### config.mk
export PLATFORM = sky130hd
export DESIGN_NAME = fetch_control_unit
export DESIGN_NICKNAME = d
export VERILOG_FILES = /design/src/rtl/slc3_ctrl_pkg.sv /design/src/rtl/mem_wait_timer.sv /design/src/rtl/fetch_control_unit.sv
export SDC_FILE = /design/constraint.sdc
export NUM_CORES = 1
export LEC_CHECK = 0
export CORE_MARGIN = 3
export CORE_UTILIZATION = 51
export DETAILED_ROUTE_END_ITERATION = 8
export MAX_ROUTING_LAYER = met4
export PLACE_DENSITY = 0.84
export REMOVE_ABC_BUFFERS = 1
export SYNTH_ARGS = -nofsm -noshare
export SYNTH_HDL_FRONTEND = slang
export SYNTH_HIERARCHICAL = 1
export SYNTH_SLANG_ARGS = --single-unit
### constraint.sdc
create_clock -name CLK -period 4.63 [get_ports CLK]
set_input_delay 0.926 -clock CLK [delete_from_list [all_inputs] [get_ports CLK]]
set_output_delay 0.926 -clock CLK [all_outputs]
set_load 0.005 [all_outputs]
### src/rtl/slc3_ctrl_pkg.sv
// Shared definitions for the SLC-3 fetch sequencer: state encoding, PC mux
// selects and the control-word bundle with its per-state decode.
package slc3_ctrl_pkg;

  typedef enum logic [2:0] {
    HALTED = 3'd0,
    S18    = 3'd1,
    S33    = 3'd2,
    S35    = 3'd3,
    PAUSE1 = 3'd4,
    PAUSE2 = 3'd5
  } state_t;

  localparam logic [1:0] PCMUX_INC  = 2'b00;
  localparam logic [1:0] PCMUX_BUS  = 2'b01;
  localparam logic [1:0] PCMUX_ADDR = 2'b10;
  localparam logic [1:0] PCMUX_ZERO = 2'b11;

  typedef struct packed {
    logic       gate_pc;
    logic       gate_marmux;
    logic       gate_mdr;
    logic       gate_alu;
    logic       ld_pc;
    logic       ld_mar;
    logic       ld_mdr;
    logic       ld_ir;
    logic [1:0] pcmux;
    logic       mem_oe;
  } ctrl_t;

  localparam ctrl_t CTRL_IDLE = '0;

  // Control word for a state; last_wait marks the final cycle of the memory
  // wait, where MDR captures the read data.
  function automatic ctrl_t decode_ctrl(input state_t s, input logic last_wait);
    ctrl_t c;
    c = CTRL_IDLE;
    case (s)
      S18: begin
        c.gate_pc = 1'b1;
        c.ld_mar  = 1'b1;
        c.ld_pc   = 1'b1;
        c.pcmux   = PCMUX_INC;
      end
      S33: begin
        c.mem_oe = 1'b1;
        c.ld_mdr = last_wait;
      end
      S35: begin
        c.gate_mdr = 1'b1;
        c.ld_ir    = 1'b1;
      end
      default: c = CTRL_IDLE;
    endcase
    return c;
  endfunction

endpackage

### src/rtl/mem_wait_timer.sv
// Memory wait timer: cleared to 0, counts up while enabled, and flags done on
// the final wait cycle (count = MEM_WAIT-1). Also exposes next-cycle done.
module mem_wait_timer #(
  parameter int MEM_WAIT = 3
) (
  input  logic clk,
  input  logic srst,
  input  logic clr,
  input  logic en,
  output logic done,
  output logic done_next
);

  localparam logic [3:0] LAST = 4'(MEM_WAIT - 1);

  logic [3:0] count_reg;
  logic [3:0] count_next;

  always_comb begin
    count_next = count_reg;
    if (clr) begin
      count_next = 4'd0;
    end else if (en && !done) begin
      count_next = count_reg + 4'd1;
    end
  end

  assign done      = (count_reg == LAST);
  assign done_next = (count_next == LAST);

  always_ff @(posedge clk) begin
    if (srst) begin
      count_reg <= 4'd0;
    end else begin
      count_reg <= count_next;
    end
  end

endmodule

### src/rtl/fetch_control_unit.sv
// SLC-3 fetch sequencer: MAR<-PC, PC<-PC+1, MDR<-M[MAR], IR<-MDR, then waits
// for a Continue press/release before the next fetch.
module fetch_control_unit
  import slc3_ctrl_pkg::*;
#(
  parameter int MEM_WAIT = 3,
  parameter int CNT_W    = 16
) (
  input  logic             CLK,
  input  logic             Reset,
  input  logic             Run,
  input  logic             Continue,
  output logic             GatePC,
  output logic             GateMARMUX,
  output logic             GateMDR,
  output logic             GateALU,
  output logic             LD_PC,
  output logic             LD_MAR,
  output logic             LD_MDR,
  output logic             LD_IR,
  output logic [1:0]       PCMUX,
  output logic             Mem_OE,
  output logic [2:0]       state_o,
  output logic [CNT_W-1:0] fetch_count
);

  state_t           state_reg;
  state_t           state_next;
  ctrl_t            ctrl_reg;
  logic [CNT_W-1:0] fetch_count_reg;
  logic             wait_done;
  logic             wait_done_next;

  mem_wait_timer #(
    .MEM_WAIT(MEM_WAIT)
  ) u_wait (
    .clk       (CLK),
    .srst      (Reset),
    .clr       (state_reg == S18),
    .en        (state_reg == S33),
    .done      (wait_done),
    .done_next (wait_done_next)
  );

  always_comb begin
    state_next = state_reg;
    case (state_reg)
      HALTED: if (Run) state_next = S18;
      S18:    state_next = S33;
      S33:    if (wait_done) state_next = S35;
      S35:    state_next = PAUSE1;
      PAUSE1: if (Continue) state_next = PAUSE2;
      PAUSE2: if (!Continue) state_next = S18;
      default: state_next = HALTED;
    endcase
  end

  // Controls are registered from the next state so they line up with state_reg.
  always_ff @(posedge CLK) begin
    if (Reset) begin
      state_reg       <= HALTED;
      ctrl_reg        <= CTRL_IDLE;
      fetch_count_reg <= '0;
    end else begin
      state_reg <= state_next;
      ctrl_reg  <= decode_ctrl(state_next, wait_done_next);
      if (state_reg == S35) begin
        fetch_count_reg <= fetch_count_reg + CNT_W'(1);
      end
    end
  end

  assign GatePC      = ctrl_reg.gate_pc;
  assign GateMARMUX  = ctrl_reg.gate_marmux;
  assign GateMDR     = ctrl_reg.gate_mdr;
  assign GateALU     = ctrl_reg.gate_alu;
  assign LD_PC       = ctrl_reg.ld_pc;
  assign LD_MAR      = ctrl_reg.ld_mar;
  assign LD_MDR      = ctrl_reg.ld_mdr;
  assign LD_IR       = ctrl_reg.ld_ir;
  assign PCMUX       = ctrl_reg.pcmux;
  assign Mem_OE      = ctrl_reg.mem_oe;
  assign state_o     = state_reg;
  assign fetch_count = fetch_count_reg;

endmodule

==> run metrics, run 1 <==
Pre-Repair DR Iteration Count 4; root buf cell clkbuf_4; crit-path max cell delay 0.58 ns; Setup Slack @ Placement 2.10 ns; number of vias per cell after detailed routing 5.65; logic gate share of total power 11.5%; TritonCTS clock tree built; worst slew margin relative to its limit 49.8%; leakage dissipation 0.579 nW; worst hold path cell count 2; final setup vio count 0; DR vias 1,119; period utilization 52.1%; average cell area after synthesis 9.00 um2; top-area cell type share of the netlist area 40.6%; number of enable flip-flop cells after synthesis 0; Hold-fix buffers, CTS 0; final number of hold-violating endpoints 0; cell family with most CP delay flip-flops; commonest cells after routing, fill and taps aside clkdlybuf4s50_1, dfxtp_1, nor2_1; outcome finished clean; sequential share of power 62.7%; largest cells by area after synthesis dfxtp_1, buf_4, nor2_1, xor2_1, a21oi_1; pin count of the biggest net entering global routing 23; fin worst setup slack 2.22 ns; launch point of the worst reg-to-reg path state_o[1]$_SDFF_PP0_; final max-slew violation count 0; Max H-tree Level 1; count of buffers inserted at the top-level ports 29; endpoint with the worst hold slack fetch_count[15]$_SDFFE_PP0P_; Post CTS Setup Buffer Count 0; Crit Reg-Reg Endpoint fetch_count[13]$_SDFFE_PP0P_; total of flip-flops plus latches after synthesis 27; element type at the critical path start flop; Layout Skew 0.00709 ns; total power per unit cell area 246 mW/mm2; slew at the pin closest to its max-slew limit 0.751 ns; count of pins on the block boundary 34; highest ir drop seen on vdd 0.187 mV; final wirelength 2630 um; wire length per cell 13.3 um; Final ANT Viol Nets 0; cell type of the slowest stage on the worst timing path dfxtp_1; area of the die 0.00326 mm2; number of cell instances on the worst register-to-register path 4; unrepaired setup endpoints after global routing no; clock network latency to the later pin of the worst-skew pair 0.33 ns; cell accounting for the most synthesized area dfxtp_1; Max Cap Viol 0; Cell variety after synth 44; RePlAce Congestion 0.729; Sw Ratio 24.5%; area added between synthesis and finish 20.3%; clock buffer depth 2; crit end category primary output; cells resized by post-CTS repair 0; clock share of power 25.8%; Clock transition at path regs 0.14 ns; max reg flops 16; most frequent standard cell in the layout excluding fill and tap cells clkdlybuf4s50_1; sequential fraction of the synthesis area 40.6%; CTS sink count 27; total standard cell area after synthesis 0.00133 mm2; critical path data required time 3.70 ns; die span in x 57.1 um; maximum achievable frequency 414 MHz; gate count after technology mapping 148; Iteration-0 DRC Markers 26; total power draw 0.000395 W; Rows 17; type of the worst min-delay path flop to flop; cell internal power dissipation 0.000298 W; kind of critical path flop to primary output; total of warnings raised by yosys 6; n_diodes 0; cell-by-cell listing of the critical path clkdlybuf4s50_1; TNS Setup 0 ns; leftover overflow at the end of global routing 0; ys flop type dfxtp_1; hold path startpoint fetch_count[15]$_SDFFE_PP0P_; global routing usage summed across all routing layers 17.6%; Post-DP HPWL 1980 um; number of antenna violations at the first check in global routing 0; number of buffers added by the clock tree synthesis step 3; area of the core 0.00234 mm2; Worst Path Arrival 1.49 ns; clock period minus final worst setup slack 2.41 ns; number of cells in the finished layout apart from fillers 198; Residual DRC 0; Total Nets Final 178; die height 57.1 um; post-synthesis async set-or-reset flop share 0%; cell count after placement 194; fraction of final layout cells with drive strength greater than 1 7.06%; count of fill cells added during filler insertion 196; first-pass GRT wire length 4420 um; Layout Cell Area excl Fill 0.00160 mm2; net switching component of the power 0.0000966 W; setup slack, reg-to-reg 2.71 ns; effective utilization at floorplan 57.0%; placed inst area 0.00158 mm2; vias in the first global route 1,034; WP buf/inv 1; peak fanout along the critical path 10
[worst max path at each step]
| stage | start | endpoint | slack [ns] | depth (start not counted) |
|---|---|---|---|---|
| after global placement | Reset | LD_IR$_SDFF_PP0_ | 2.13 | 3 |
| after floorplan | Run | LD_MDR$_SDFF_PP0_ | 2.90 | 4 |
| after global routing | state_o[1]$_SDFF_PP0_ | state_o[1] | 2.15 | 1 |
| after detailed placement | Reset | LD_IR$_SDFF_PP0_ | 2.10 | 3 |
| final | state_o[1]$_SDFF_PP0_ | state_o[1] | 2.22 | 1 |
| after CTS | state_o[1]$_SDFF_PP0_ | state_o[1] | 2.21 | 1 |
[cells by family (layout without fill, tap and decap cells)]
| family | after synthesis | count (layout) | synth area share [%] |
|---|---|---|---|
| AOI/OAI and AO/OA | 27 | 27 | 13.4 |
| xor gates and xnor gates | 10 | 10 | 6.57 |
| adders and majority gates | 3 | 3 | 2.82 |
| buffers and inverters | 20 | 39 | 8.64 |
| DFF | 27 | 27 | 40.6 |
| muxes | 2 | 2 | 1.50 |
| other | 1 | 4 | 0.281 |
| and+or+nand+nor | 58 | 58 | 26.2 |
[synthesized netlist by cell type (all sizes together) (2+ instances only)]
cell type  instances
o21ai              7
buf               11
mux2i              2
o31a               2
clkbuf             3
or3                8
nor3b              3
xnor2              4
nor4               4
ha                 3
nand3              6
dfxtp             27
nand2              7
inv                6
nand4              3
xor2               6
a21oi             10
and3               2
nor2              14
[worst min-delay path, cell delays in order, from the launching register on]
cell,delay [ns]
dfxtp_1,0.34
o41ai_1,0.06
a21oi_1,0.05
[power by group through the flow]
stage / Combinational [W] / Clock (W) / Sequential (W)
after floorplan: 0.0000219 / 0 / 0.000252
after global placement: 0.0000442 / 0 / 0.000253
after detailed placement: 0.0000453 / 0 / 0.000252
after CTS: 0.0000456 / 0.000105 / 0.000248
after global routing: 0.0000496 / 0.000115 / 0.000249
final: 0.0000453 / 0.000102 / 0.000248
[layout make-up]
class / count / area, um2 / share of cell area (%)
Multi-Input combinational cell: 104 / 688 / 42.9
Sequential cell: 27 / 541 / 33.7
Timing Repair Buffer: 29 / 290 / 18.1
Tap cell: 28 / 35.0 / 2.19
Clock buffer: 4 / 26.3 / 1.64
Inverter: 6 / 22.5 / 1.41
[per-stage QoR]
stage	utilization (%)	hold slack, ns
floorplan	-	0.457
finish	68.5	0.488
CTS	68.5	0.491
detailed placement	67.4	0.472
global placement	67.4	0.461
global route	68.5	0.508
[routing by layer]
metal  wire length (um)  track usage (%)  vias up
met4                 63             8.61        0
met2               1200             28.4       40
met1               1240             21.7      513
met3                124             2.04        7
li1                   -                -      559
met5                  0                -        -
No activity file was read; power rests on OpenSTA's default activity.
==> run 2: changes to the inputs <==
CORE_UTILIZATION = 43   (was 51)
PLACE_DENSITY = 0.75   (was 0.84)
clock period = 2.2 ns   (was 4.63 ns; I/O delays follow)
==> run 2 against run 1 <==
Effect of this change: first-iteration DRC count grew 31%; register-to-register slack worse by 2.4 ns; power grew 110%; via count down 2.4%; final cell count is 2.0% higher; final area is 0.70% higher; clock skew decreased by 0.00062 ns; core utilization shrank 12 points; wire length is 2.5% higher; critical endpoint unchanged; largest cell class unchanged.
==> run metrics, run 2 (same netlist as run 1, synthesis figures left out) <==
Final ANT Viol Nets 0 (unchanged); n_diodes 0 (unchanged); Post CTS Setup Buffer Count 0 (unchanged); clock buffer depth 2 (unchanged); total power draw 0.000824 W (+110%); maximum achievable frequency 526 MHz; met1 Resource Use GR 19.4% (-2.3 points); fin worst setup slack 0.299 ns (-1.92 ns); final setup vio count 0 (unchanged); Residual DRC 0 (unchanged); Max H-tree Level 1 (unchanged); peak fanout along the critical path 10 (unchanged); Max Cap Viol 0 (unchanged); final wirelength 2700 um (+2.5%); highest ir drop seen on vdd 0.246 mV (+31%); count of pins on the block boundary 34 (unchanged); crit-path max cell delay 0.59 ns (about the same); setup slack, reg-to-reg 0.33 ns (-2.38 ns); clock network latency to the later pin of the worst-skew pair 0.31 ns (-0.02 ns); cells resized by post-CTS repair 0 (unchanged); Layout Skew 0.00647 ns (-0.000617 ns); Setup Slack @ Placement 0.337 ns (-1.76 ns); leakage dissipation 0.584 nW (+0.83%); crit end category primary output; Clock transition at path regs 0.13 ns (about the same); cell-by-cell listing of the critical path clkdlybuf4s50_1; kind of critical path flop to primary output; count of fill cells added during filler insertion 256 (+31%); DR vias 1,092 (-2.4%); most frequent standard cell in the layout excluding fill and tap cells clkdlybuf4s50_1; grt peak-use layer met2; vias in the first global route 1,037 (+0.29%); Pre-Repair DR Iteration Count 2 (-2); clock period minus final worst setup slack 1.90 ns; met2 global-route usage 29.1% (+0.76 points); area of the die 0.00380 mm2 (+17%); count of buffers inserted at the top-level ports 29 (unchanged); wire length per cell 13.4 um (+0.51%); max reg flops 16 (unchanged); number of vias per cell after detailed routing 5.41 (-4.3%); number of buffers added by the clock tree synthesis step 3 (unchanged); worst slack on hold paths 0.493 ns (+0.00459 ns); unrepaired setup endpoints after global routing no; first-pass GRT wire length 4630 um (+4.8%); area added between synthesis and finish 21.1%; Iteration-0 DRC Markers 34 (+31%); cell family with most CP delay buffers and inverters; global routing usage summed across all routing layers 16.3% (-1.2 points); die height 61.7 um (+8.0%); critical path data required time 1.76 ns (-1.94 ns); leftover overflow at the end of global routing 0 (unchanged); effective utilization at floorplan 46.7% (-10 points); period utilization 86.4%; die span in x 61.7 um (+8.0%); Rows 19 (+2); RePlAce Congestion 0.832 (+14%); area of the core 0.00285 mm2 (+22%); Worst Path Arrival 1.46 ns (-0.03 ns); Total Nets Final 179 (+0.56%); TNS Setup 0 ns (unchanged); total power per unit cell area 511 mW/mm2 (+110%); cell count after placement 198 (+2.1%); root buf cell clkbuf_4; final max-slew violation count 0 (unchanged); pin count of the biggest net entering global routing 21 (-8.7%); type of the worst min-delay path flop to flop; Hold-fix buffers, CTS 0 (unchanged); number of cells in the finished layout apart from fillers 202 (+2.0%); commonest cells after routing, fill and taps aside clkdlybuf4s50_1, dfxtp_1, nor2_1; fraction of final layout cells with drive strength greater than 1 7.60% (+0.54 points); TritonCTS clock tree built; number of antenna violations at the first check in global routing 0 (unchanged); met3 Resource Use GR 3.35% (+1.3 points); final number of hold-violating endpoints 0 (unchanged); Post-DP HPWL 2040 um (+3.3%); element type at the critical path start flop; cell type of the slowest stage on the worst timing path clkdlybuf4s50_1; outcome finished clean; CTS sink count 27 (unchanged); WP buf/inv 1 (unchanged)
run 2: where the power goes:
| part | switching [W] | internal [W] | leakage [nW] |
|---|---|---|---|
| registers | 0.0000196 | 0.000501 | 0.218 |
| logic | 0.0000422 | 0.0000567 | 0.350 |
| clock network | 0.000134 | 0.0000707 | 0.0150 |
| total | 0.000196 | 0.000629 | 0.584 |
run 2: routing by layer:
layer	up-vias	wire [um]
met2	28	1330
met4	0	0
li1	561	-
met3	0	149
met1	503	1220
met5	-	0
run 2: path summary, 6_finish.rpt:
kind | start | endpoint | cells after the start
setup / recovery | state_o[1]$_SDFF_PP0_ | state_o[1] | 1
hold / removal | fetch_count[15]$_SDFFE_PP0P_ | fetch_count[15]$_SDFFE_PP0P_ | 2
setup reg to reg | u_wait/count_reg[0]$_SDFF_PP0_ | LD_MDR$_SDFF_PP0_ | 7
hold reg to reg | fetch_count[15]$_SDFFE_PP0P_ | fetch_count[15]$_SDFFE_PP0P_ | 2
run 2: per-stage QoR:
stage                     util, %  instance area, um2
final                        56.6                1610
after global routing         56.6                1610
after CTS                    56.6                1610
after detailed placement     55.7                1590
after global placement       55.7                1590
after floorplan                 -                1250
run 2: cell type report:
class                           instances  area (um2)  share of cell area (%)
Multi-Input combinational cell        104         688                    42.6
Sequential cell                        27         541                    33.5
Timing Repair Buffer                   30         298                    18.4
Tap cell                               31        38.8                    2.40
Clock buffer                            4        26.3                    1.63
Inverter                                6        22.5                    1.40
==> run 3: changes to the inputs <==
REMOVE_ABC_BUFFERS = default   (was 1)
==> run 3 against run 2 <==
Effect of this change: combinational power grew 0.6%; register-to-register slack barely moved; power up 2.2%; sequential share of layout area down 0.16 points; critical endpoint unchanged; largest cell class unchanged; largest power group unchanged.
==> run metrics, run 3 (same netlist as run 1, synthesis figures left out) <==
clock share of power 26.3% (+1.5 points); type of the worst min-delay path flop to flop; area added between synthesis and finish 21.7%; cell-by-cell listing of the critical path clkdlybuf4s50_1; net switching component of the power 0.000212 W (+8.3%); unrepaired setup endpoints after global routing no; pin count of the biggest net entering global routing 15 (-29%); Final ANT Viol Nets 0 (unchanged); max reg flops 16 (unchanged); leftover overflow at the end of global routing 0 (unchanged); commonest cells after routing, fill and taps aside clkdlybuf4s50_1, dfxtp_1, nor2_1; Clock transition at path regs 0.15 ns (+0.02 ns); maximum achievable frequency 517 MHz (-1.7%); most frequent standard cell in the layout excluding fill and tap cells clkdlybuf4s50_1; clock network latency to the later pin of the worst-skew pair 0.33 ns (+0.02 ns); placed inst area 0.00160 mm2 (+0.47%); logic gate share of total power 11.8% (-0.2 points); crit end category primary output; worst hold path cell count 2 (unchanged); endpoint with the worst hold slack fetch_count[15]$_SDFFE_PP0P_; setup slack, reg-to-reg 0.33 ns (about the same); Residual DRC 0 (unchanged); total power per unit cell area 519 mW/mm2 (+1.7%); area of the core 0.00285 mm2 (unchanged); final number of hold-violating endpoints 0 (unchanged); Pre-Repair DR Iteration Count 4 (+2); Sw Ratio 25.1% (+1.4 points); RePlAce Congestion 0.927 (+11%); Post CTS Setup Buffer Count 0 (unchanged); final max-slew violation count 0 (unchanged); Hold-fix buffers, CTS 0 (unchanged); leakage dissipation 0.588 nW (+0.82%); outcome finished clean; Highest Signal Layer met4; cells resized by post-CTS repair 0 (unchanged); launch point of the worst reg-to-reg path u_wait/count_reg[0]$_SDFF_PP0_; Iteration-0 DRC Markers 60 (+76%); CTS sink count 27 (unchanged); die height 61.7 um (unchanged); period utilization 87.9% (+1.5 points); wire length per cell 13.5 um (+0.72%); crit-path max cell delay 0.59 ns (about the same); first-pass GRT wire length 4550 um (-1.6%); element type at the critical path start flop; peak fanout along the critical path 10 (unchanged); number of cells on the critical path 1 (unchanged); M1 wire length 1140 um (-6.5%); area of the die 0.00380 mm2 (unchanged); clock period minus final worst setup slack 1.93 ns (+0.0331 ns); cell internal power dissipation 0.000630 W (+0.26%); vias in the first global route 1,076 (+3.8%); global routing usage summed across all routing layers 16.4% (+0.096 points); cell family with most CP delay buffers and inverters; Rows 19 (unchanged); final wirelength 2730 um (+1.2%); kind of critical path flop to primary output; number of vias per cell after detailed routing 5.66 (+4.6%); TNS Setup 0 ns (unchanged); total power draw 0.000842 W (+2.2%); Worst Path Arrival 1.49 ns (+0.03 ns); cell type of the slowest stage on the worst timing path clkdlybuf4s50_1; count of buffers inserted at the top-level ports 29 (unchanged); number of buffers added by the clock tree synthesis step 3 (unchanged); clock buffer depth 2 (unchanged); Setup Slack @ Placement 0.348 ns (+0.0116 ns); final setup vio count 0 (unchanged); Met3 Wirelength 206 um (+38%); count of pins on the block boundary 34 (unchanged); Crit Reg-Reg Endpoint LD_MDR$_SDFF_PP0_; Layout Cell Area excl Fill 0.00162 mm2 (+0.47%); n_diodes 0 (unchanged); TritonCTS clock tree built; number of antenna violations at the first check in global routing 0 (unchanged); sequential share of power 61.8% (-1.4 points); root buf cell clkbuf_4; die span in x 61.7 um (unchanged); fin worst setup slack 0.266 ns (-0.0331 ns); hold path startpoint fetch_count[15]$_SDFFE_PP0P_; Layout Skew 0.00678 ns (+0.000307 ns); number of cell instances on the worst register-to-register path 7 (unchanged); Post-DP HPWL 2070 um (+1.4%); Total Nets Final 180 (+0.56%); critical path data required time 1.76 ns (about the same); highest ir drop seen on vdd 0.253 mV (+2.7%); Max H-tree Level 1 (unchanged); fraction of final layout cells with drive strength greater than 1 8.14% (+0.54 points); effective utilization at floorplan 46.7% (unchanged); Max Cap Viol 0 (unchanged); WP buf/inv 1 (unchanged); DR vias 1,148 (+5.1%); routed wl met2 1340 um (+0.90%)
-- run 3: cell types whose count changed in the layout (fill, tap and decap cells not counted) --
cell / previous run / this run
buf_4: 1 / 2
-- run 3: cell type report --
type,instances,area (um2)
Clock buffer,4,26.3
Fill cell,279,1230
Inverter,6,22.5
Multi-Input combinational cell,104,688
Sequential cell,27,541
Tap cell,31,38.8
Timing Repair Buffer,31,305
-- run 3: metrics by stage --
step | utilization (%) | hold slack [ns] | instances
floorplan | - | 0.463 | 151
global placement | 55.9 | 0.465 | 199
detailed placement | 55.9 | 0.479 | 199
CTS | 56.8 | 0.500 | 203
global route | 56.8 | 0.539 | 203
finish | 56.8 | 0.494 | 203
-- run 3: routing by layer --
| metal | GRT usage (%) | up-vias |
|---|---|---|
| li1 | - | 561 |
| met1 | 19.1 | 534 |
| met2 | 26.5 | 48 |
| met3 | 3.56 | 5 |
| met4 | 8.48 | 0 |
| met5 | - | - |
-- run 3: power groups by stage --
stage                     Clock [W]  Combinational (W)  Sequential, W
after detailed placement          0          0.0000993       0.000532
after global routing       0.000241           0.000110       0.000524
after CTS                  0.000226          0.0000999       0.000521
after floorplan                   0          0.0000775       0.000520
after global placement            0          0.0000977       0.000530
final                      0.000222          0.0000995       0.000521
-- run 3: tightest hold or removal path: cells and delay by family (launching register included) --
family             cells  cell delay [ns]
AOI/OAI and AO/OA      2             0.11
DFF                    1             0.35
-- run 3: worst max-delay path by stage --
stage                     slack (ns)                  start                      endpoint
after global routing            0.15  state_o[1]$_SDFF_PP0_             LD_MDR$_SDFF_PP0_
final                           0.27  state_o[1]$_SDFF_PP0_                    state_o[1]
after detailed placement        0.35  state_o[1]$_SDFF_PP0_  fetch_count[13]$_SDFFE_PP0P_
after CTS                       0.25  state_o[1]$_SDFF_PP0_                    state_o[1]
after floorplan                 0.49  state_o[0]$_SDFF_PP0_  fetch_count[13]$_SDFFE_PP0P_
after global placement          0.41  state_o[0]$_SDFF_PP0_  fetch_count[13]$_SDFFE_PP0P_
